<file path="src/rtl/pipeline_hazard_controller.sv">
// Front-end sequencer: fetch/decode enable, stall and flush control for an RV32I core.
// Latency: control outputs are combinational from state and inputs; state and counters update on the next clk edge.
// Backpressure: imem_valid=0 holds the PC and flushes decode; a load-use hazard holds the PC and decode for one cycle.
//
// Ports:
//   clk, rst_n           clock, asynchronous active-low reset
//   run                  core run enable
//   imem_valid           instruction memory data valid for the current fetch
//   id_rs1/id_rs2        decode source registers, qualified by id_uses_rs1/id_uses_rs2
//   ex_rd, ex_mem_read   execute destination register and load flag
//   ex_branch_taken      redirect resolved in execute this cycle
//   imem_req             fetch request
//   fetch_enable/pc_hold PC advance/load or hold
//   decode_enable/decode_stall_control/decode_flush  IF/ID register capture, hold or NOP
//   ex_bubble            ID/EX register loads NOP
//   ctrl_state           IDLE=0, RUN=1, IMEM_WAIT=2, FLUSH=3
//   stall_count          saturating count of cycles with pc_hold=1
module pipeline_hazard_controller #(
  parameter int REG_ADDR_W   = 5,
  parameter int FLUSH_CYCLES = 1,
  parameter int PERF_W       = 16
) (
  input  logic                  clk,
  input  logic                  rst_n,
  input  logic                  run,
  input  logic                  imem_valid,
  input  logic [REG_ADDR_W-1:0] id_rs1,
  input  logic [REG_ADDR_W-1:0] id_rs2,
  input  logic                  id_uses_rs1,
  input  logic                  id_uses_rs2,
  input  logic [REG_ADDR_W-1:0] ex_rd,
  input  logic                  ex_mem_read,
  input  logic                  ex_branch_taken,
  output logic                  imem_req,
  output logic                  fetch_enable,
  output logic                  pc_hold,
  output logic                  decode_enable,
  output logic                  decode_stall_control,
  output logic                  decode_flush,
  output logic                  ex_bubble,
  output logic [1:0]            ctrl_state,
  output logic [PERF_W-1:0]     stall_count
);

  typedef enum logic [1:0] {
    IDLE      = 2'd0,
    RUN       = 2'd1,
    IMEM_WAIT = 2'd2,
    FLUSH     = 2'd3
  } state_e;

  localparam logic [2:0] FLUSH_LOAD = 3'(FLUSH_CYCLES);

  state_e              state_q, state_d;
  logic [2:0]          flush_cnt_q, flush_cnt_d;
  logic [PERF_W-1:0]   stall_cnt_q;
  logic                hazard;

  // x0 is hardwired zero, so a load targeting it never creates a dependency.
  assign hazard = ex_mem_read && (ex_rd != '0) &&
                  ((id_uses_rs1 && (id_rs1 == ex_rd)) ||
                   (id_uses_rs2 && (id_rs2 == ex_rd)));

  always_comb begin
    imem_req             = 1'b0;
    fetch_enable         = 1'b0;
    pc_hold              = 1'b0;
    decode_enable        = 1'b0;
    decode_stall_control = 1'b0;
    decode_flush         = 1'b0;
    ex_bubble            = 1'b0;
    state_d              = state_q;
    flush_cnt_d          = flush_cnt_q;

    case (state_q)
      IDLE: begin
        if (run) state_d = RUN;
      end

      RUN, IMEM_WAIT: begin
        imem_req = 1'b1;
        // Priority: redirect > fetch miss > load-use > normal advance.
        if (ex_branch_taken) begin
          fetch_enable = 1'b1;
          decode_flush = 1'b1;
          ex_bubble    = 1'b1;
          if (FLUSH_CYCLES == 0) begin
            state_d = RUN;
          end else begin
            state_d     = FLUSH;
            flush_cnt_d = FLUSH_LOAD;
          end
        end else if (!imem_valid) begin
          // Instruction already in decode still moves on to EX.
          pc_hold      = 1'b1;
          decode_flush = 1'b1;
          state_d      = IMEM_WAIT;
        end else if (hazard) begin
          // One bubble is enough: it clears ex_mem_read next cycle.
          pc_hold              = 1'b1;
          decode_stall_control = 1'b1;
          ex_bubble            = 1'b1;
          state_d              = RUN;
        end else begin
          fetch_enable  = 1'b1;
          decode_enable = 1'b1;
          state_d       = RUN;
        end
        if (!run) begin
          state_d     = IDLE;
          flush_cnt_d = '0;
        end
      end

      FLUSH: begin
        imem_req     = 1'b1;
        decode_flush = 1'b1;
        ex_bubble    = 1'b1;
        if (ex_branch_taken) begin
          // A new redirect restarts the wrong-path squash window.
          fetch_enable = 1'b1;
          flush_cnt_d  = FLUSH_LOAD;
        end else begin
          fetch_enable = imem_valid;
          pc_hold      = !imem_valid;
          if (flush_cnt_q <= 3'd1) begin
            flush_cnt_d = '0;
            state_d     = run ? RUN : IDLE;
          end else begin
            flush_cnt_d = flush_cnt_q - 3'd1;
          end
        end
      end

      default: state_d = IDLE;
    endcase
  end

  always_ff @(posedge clk or negedge rst_n) begin
    if (!rst_n) begin
      state_q     <= IDLE;
      flush_cnt_q <= '0;
      stall_cnt_q <= '0;
    end else begin
      state_q     <= state_d;
      flush_cnt_q <= flush_cnt_d;
      if (pc_hold && (stall_cnt_q != '1)) stall_cnt_q <= stall_cnt_q + PERF_W'(1);
    end
  end

  assign ctrl_state  = state_q;
  assign stall_count = stall_cnt_q;

  a_fetch_hold_excl: assert property (@(posedge clk) disable iff (!rst_n)
    !(fetch_enable && pc_hold));
  a_decode_onehot: assert property (@(posedge clk) disable iff (!rst_n)
    $onehot0({decode_enable, decode_stall_control, decode_flush}));
  a_run_fetch_or_hold: assert property (@(posedge clk) disable iff (!rst_n)
    ((state_q == RUN) || (state_q == IMEM_WAIT)) |-> (fetch_enable ^ pc_hold));

endmodule

</file>
<file path="config.mk">
export PLATFORM = sky130hd
export DESIGN_NAME = pipeline_hazard_controller
export DESIGN_NICKNAME = d
export VERILOG_FILES = /design/src/rtl/pipeline_hazard_controller.sv
export SDC_FILE = /design/constraint.sdc
export NUM_CORES = 1
export LEC_CHECK = 0
export CORE_MARGIN = 2
export CORE_UTILIZATION = 50
export CTS_BUF_LIST = sky130_fd_sc_hd__clkbuf_8
export DETAILED_ROUTE_END_ITERATION = 6
export GPL_ROUTABILITY_DRIVEN = 0
export PLACE_DENSITY = 0.89
export SLEW_MARGIN = 20
export SYNTH_ARGS = -nofsm -noshare
export SYNTH_HDL_FRONTEND = slang
export SYNTH_SLANG_ARGS = --single-unit
</file>
<file path="constraint.sdc">
create_clock -name clk -period 4.9 [get_ports clk]
set_clock_uncertainty 0.05 [all_clocks]
set_input_delay 0.98 -clock clk [delete_from_list [all_inputs] [get_ports clk]]
set_output_delay 0.98 -clock clk [all_outputs]
set_load 0.02 [all_outputs]
</file>
==> flow_metrics.tcl, run 1 <==
set metrics [dict create \
    cp_max_fo 4 \
    path_clk_slew_ps 70 \
    tns_ps 0 \
    dp_slack_ps 670.3 \
    cp_common_cell "clkdlybuf4s50_1" \
    critPathArrivalTime_ps 3190 \
    grt_overflow 0 \
    use_met2 0.4352 \
    cts_buffers 3 \
    grt_util_all_layers 0.2327 \
    hold_violations 0 \
    ant_nets 0 \
    power.density_nw_per_um2 421.5 \
    drt-vias-per-instance 5.779 \
    ios 48 \
    grt_pass1_vias 1295 \
    relSlewSlack 0.3536 \
    wire_per_inst_um 16.48 \
    power_uw 807.5 \
    clock_path_buffers 2 \
    fin_crit_ps 4218 \
    grt_pass1_wl_um 5837 \
    clock_sinks 21 \
    initial_core_util 0.5123 \
    core-area_um2 2686 \
    startpoint_type "input port" \
    cp_slowest_cell "clkdlybuf4s50_1" \
    synth_area_leader_cell "dfrtp_1" \
    syn_nets 170 \
    drv_cap 0 \
    cp_top_family "buffers and inverters" \
    synth_enable_flop_cells 0 \
    clk_latency_ps 260 \
    grt_max_degree 22 \
    synth_commonest_cells "23 x xnor2_1, 21 x dfrtp_1, 11 x inv_1" \
    drt_iter0_drc 61 \
    first_pass_iters 4 \
    synthFlopType "dfrtp_1" \
    yosysSeqAreaShare 0.3818 \
    post_cts_buffers 0 \
    async_reset_ff_frac 1.000 \
    layout-drive-gt1-share 0.07853 \
    outcome "finished, final reports clean" \
    ctsResizeCount 0 \
    vdd_drop_max_v 0.0004439 \
    setup.worst_path.end_class "primary output" \
    critPathRequiredTime_ps 3870 \
    antenna_found_initial 0 \
    fill_cells 196 \
    ctsHoldBuffers 0 \
    tightest_slew_ps 966.5 \
    hold_path.class "reg2reg" \
    cpPeakStageDelay_ps 630 \
    cts_max_level 1 \
    synthCells 142 \
    die_h_um 56.47 \
    setup_viol 0 \
    yosysUniqueCellTypes 38 \
    fin_crit_sh 0.8608 \
    crit_type "in2out" \
    routed_wl_um 3658 \
    row_count 19 \
    n_antenna_cell 0 \
    drv_slew 0 \
    fmax_mhz 237.1 \
    placed_area_um2 1871 \
    synth_seq_cells 21 \
    vias 1283 \
    remaining_drc_errors 0 \
    setup_slack_ps 681.9 \
    design_area_um2 1916 \
    yosys-top-cells-area "dfrtp_1 38%, xnor2_1 15%, nand3_2 5.1%" \
    gr-usage-met3 0.04147 \
    grtUsageMet1 0.2674 \
    yosys.area.top_type_share 0.3818 \
    postSynthAreaPerCell_um2 9.692 \
    critical_path_buf_inv_count 2 \
    portBuffers 47 \
    dp_hpwl_um 2839 \
    final_util 0.7131 \
    area_growth_pct 39.18 \
    yosysWarnings 0 \
    die-area_um2 3188 \
    p_leak_nw 0.7552 \
    rsz0062_at_grt "false" \
    crit_chain "clkdlybuf4s50_1 -> or4_1 -> o21a_1 -> nand2_1 -> o21ai_1 -> a21oi_1 -> clkdlybuf4s50_1" \
    gr-max-usage-layer "met2" \
    nets 220 \
    root_buffer "clkbuf_8" \
    yosysMostFrequentCell "xnor2_1" \
    tritoncts "yes" \
    syn-cell-area_um2 1376 \
    die_w_um 56.47 \
]
## metrics by stage
stage / hold slack [ps] / instances
global placement: 425.6 / 218
finish: 451.4 / 222
CTS: 461.0 / 222
floorplan: 483.7 / 142
detailed placement: 451.2 / 218
global route: 487.9 / 222
## where the power goes
group          internal [mW]  switching [mW]  total [mW]
logic                  0.197           0.256       0.452
clock network         0.0560          0.0585       0.115
registers              0.204          0.0367       0.241
total                  0.457           0.351       0.807
## cells by family (layout without fill, tap and decap cells)
group                      after synthesis  count (layout)  share of synthesized area
and+or+nand+nor                         52              52                     0.2391
AOI/OAI and AO/OA                       25              25                     0.1227
xor gates and xnor gates                23              23                     0.1464
DFF                                     21              21                     0.3818
buffers and inverters                   13              62                    0.04091
adders and majority gates                5               5                    0.04545
muxes                                    3               3                    0.02364
## cell usage in the layout (no fill, tap or decap), types with 2 or more instances in the layout
cell / count
nand4_1: 8
and3_1: 6
clkbuf_8: 3
nor2_1: 6
mux2_1: 2
xnor2_1: 23
ha_1: 5
inv_1: 12
nand3_1: 3
clkdlybuf4s50_1: 47
nand2b_1: 2
dfrtp_1: 21
a21oi_1: 8
nor2b_1: 2
o21ai_0: 4
o22ai_1: 3
nand3_2: 7
nand2_1: 9
## final timing paths
kind | to | start | slack [ps] | depth (start not counted)
worst max-delay path | fetch_enable | ex_rd[1] | 680 | 7
worst min-delay path | stall_count[9] | stall_count[9] | 450 | 1
worst max register to register | stall_count[14] | ctrl_state[1] | 2510 | 7
worst min register to register | stall_count[9] | stall_count[9] | 450 | 1
max in group asynchronous | stall_count[4] | rst_n | 3020 | 1
min in group asynchronous | stall_count[6] | rst_n | 1200 | 1
## cell type report
| type | instances | area, um2 | area share |
|---|---|---|---|
| timing repair buffer | 47 | 470.5 | 0.2456 |
| clock inverter | 1 | 3.754 | 0.001960 |
| inverter | 11 | 41.29 | 0.02155 |
| multi-input combinational | 108 | 794.5 | 0.4148 |
| clock buffer | 3 | 41.29 | 0.02155 |
| tap | 31 | 38.79 | 0.02025 |
| sequential | 21 | 525.5 | 0.2743 |
## sequential cells by signal, summed over array words and instances, names as in the netlist
register     cells
flush_cnt_q      3
stall_count     16
ctrl_state       2
## per-layer routing
metal,wire (um),up-vias
met3,243,8
li1,-,602
met2,1877,73
met1,1472,600
met4,64,0
met5,0,-
No activity file was read; power rests on OpenSTA's default activity.
==> run 2, diff against run 1 <==
--- a/config.mk
+++ b/config.mk
@@ -6,11 +6,11 @@
 export NUM_CORES = 1
 export LEC_CHECK = 0
 export CORE_MARGIN = 2
-export CORE_UTILIZATION = 50
+export CORE_UTILIZATION = 41
 export CTS_BUF_LIST = sky130_fd_sc_hd__clkbuf_8
 export DETAILED_ROUTE_END_ITERATION = 6
 export GPL_ROUTABILITY_DRIVEN = 0
-export PLACE_DENSITY = 0.89
+export PLACE_DENSITY = 0.76
 export SLEW_MARGIN = 20
 export SYNTH_ARGS = -nofsm -noshare
 export SYNTH_HDL_FRONTEND = slang
==> flow_metrics.tcl, run 2 (synthesized netlist as in run 1, its figures left out) <==
set metrics [dict create \
    largest_register_ff_count 16 \
    clkPwrFrac 0.140 \
    rsz0062_at_grt "false" \
    placed_area_um2 1889 \
    first_pass_iters 4 \
    core-area_um2 3284 \
    critPathRequiredTime_ps 3870 \
    post_cts_buffers 0 \
    nets 220 \
    vias 1231 \
    vdd_drop_max_v 0.0003821 \
    drt_iter0_drc 62 \
    layout-drive-gt1-share 0.07853 \
    hold_end "stall_count[9]" \
    design_area_um2 1934 \
    fill_cells 298 \
    row_count 21 \
    p_leak_nw 0.7552 \
    dp_hpwl_um 2364 \
    crit_type "in2out" \
    clk_latency_ps 250 \
    cp_max_fo 4 \
    relSlewSlack 0.3762 \
    die_h_um 61.94 \
    seqCellArea_um2 525.5 \
    clock_sinks 21 \
    remaining_drc_errors 0 \
    p_sw_uw 326.3 \
    stdcell_count 237 \
    min_from "stall_count[9]" \
    drv_slew 0 \
    hold_path.class "reg2reg" \
    r2r_start "ctrl_state[1]" \
    swShare 0.4173 \
    routed_wl_um 2950 \
    die-area_um2 3837 \
    fin_crit_sh 0.8529 \
    internal-power_uw 455.5 \
    wire_per_inst_um 12.45 \
    startpoint_type "input port" \
    ctsResizeCount 0 \
    antenna_found_initial 0 \
    tns_ps 0 \
    fmax_mhz 239.3 \
    ant_nets 0 \
    holdWs_ps 449.1 \
    setup.worst_path.end_class "primary output" \
    tightest_slew_ps 932.7 \
    power.density_nw_per_um2 404.2 \
    n_antenna_cell 0 \
    fin_crit_ps 4179 \
    final_cell_mix "47 x clkdlybuf4s50_1, 23 x xnor2_1, 21 x dfrtp_1, 12 x inv_1, 9 x nand2_1" \
    root_buffer "clkbuf_8" \
    final_common_cell "clkdlybuf4s50_1" \
    die_w_um 61.94 \
    multi_input_area_um2 794.5 \
    grt_util_all_layers 0.1645 \
    area_growth_pct 40.55 \
    final_util 0.5890 \
    ios 48 \
    grt_pass1_wl_um 4843 \
    drt-vias-per-instance 5.194 \
    ctsHoldBuffers 0 \
    r2r-end "stall_count[14]" \
    grt_overflow 0 \
    path_clk_slew_ps 70 \
    drv_cap 0 \
    comb_power_share 0.556 \
    grt_pass1_vias 1181 \
    critPathArrivalTime_ps 3150 \
    clock_path_buffers 2 \
    r2r_setup_slack_ps 2560 \
    hold_violations 0 \
    setup_viol 0 \
    grt_max_degree 22 \
    power_frac_seq 0.304 \
    outcome "finished, final reports clean" \
    initial_core_util 0.4190 \
    dp.cells 233 \
    portBuffers 47 \
    tritoncts "yes" \
    cts_buffers 3 \
    cts_max_level 1 \
    worstHoldPathCells 1 \
    rr_worst_depth 7 \
]
[run 2: cell counts in the layout (fill, tap and decap cells not counted)]
No cell type changed its count.
[run 2: metal layers]
metal | GRT usage | wire (um)
met5 | 0 | 0
met4 | 0.03951 | 0
met3 | 0.03106 | 253
met2 | 0.2813 | 1397
met1 | 0.2138 | 1299
[run 2: area by class of cell]
cell class | instances | share of cell area
Clock buffer | 3 | 0.02135
Clock inverter | 1 | 0.001940
Timing Repair Buffer | 47 | 0.2432
Multi-Input combinational cell | 108 | 0.4107
Sequential cell | 21 | 0.2717
Tap cell | 46 | 0.02975
Inverter | 11 | 0.02135
[run 2: worst max-delay path by stage]
stage	slack [ps]	cells after the start	end	from
after detailed placement	730	6	pc_hold	ex_rd[1]
after floorplan	1650	5	fetch_enable	ex_rd[1]
after global placement	730	7	fetch_enable	ex_rd[1]
after global routing	570	6	pc_hold	ex_rd[1]
after CTS	710	7	fetch_enable	ex_rd[1]
final	720	7	fetch_enable	ex_rd[1]
[run 2: power by group through the flow]
stage | registers [mW] | logic, mW | clock network [mW]
after floorplan | 0.266 | 0.234 | 0
final | 0.238 | 0.435 | 0.109
after detailed placement | 0.242 | 0.431 | 0
after global placement | 0.240 | 0.423 | 0
after CTS | 0.239 | 0.435 | 0.112
after global routing | 0.245 | 0.473 | 0.119
[run 2: worst max-delay path, cell delays in order]
cell	delay, ps
clkdlybuf4s50_1	470
or4_1	530
o21a_1	230
nand2_1	100
o21ai_1	60
a21oi_1	160
clkdlybuf4s50_1	620
[run 2: through the flow]
| step | worst slack [ps] | power (mW) |
|---|---|---|
| 4_1_cts | 709.3 | 0.7858 |
| 6_report | 721.0 | 0.7818 |
| 2_1_floorplan | 1653 | 0.4999 |
| 3_3_place_gp | 734.3 | 0.6629 |
| 5_1_grt | 566.1 | 0.8374 |
| 3_5_place_dp | 726.1 | 0.6722 |
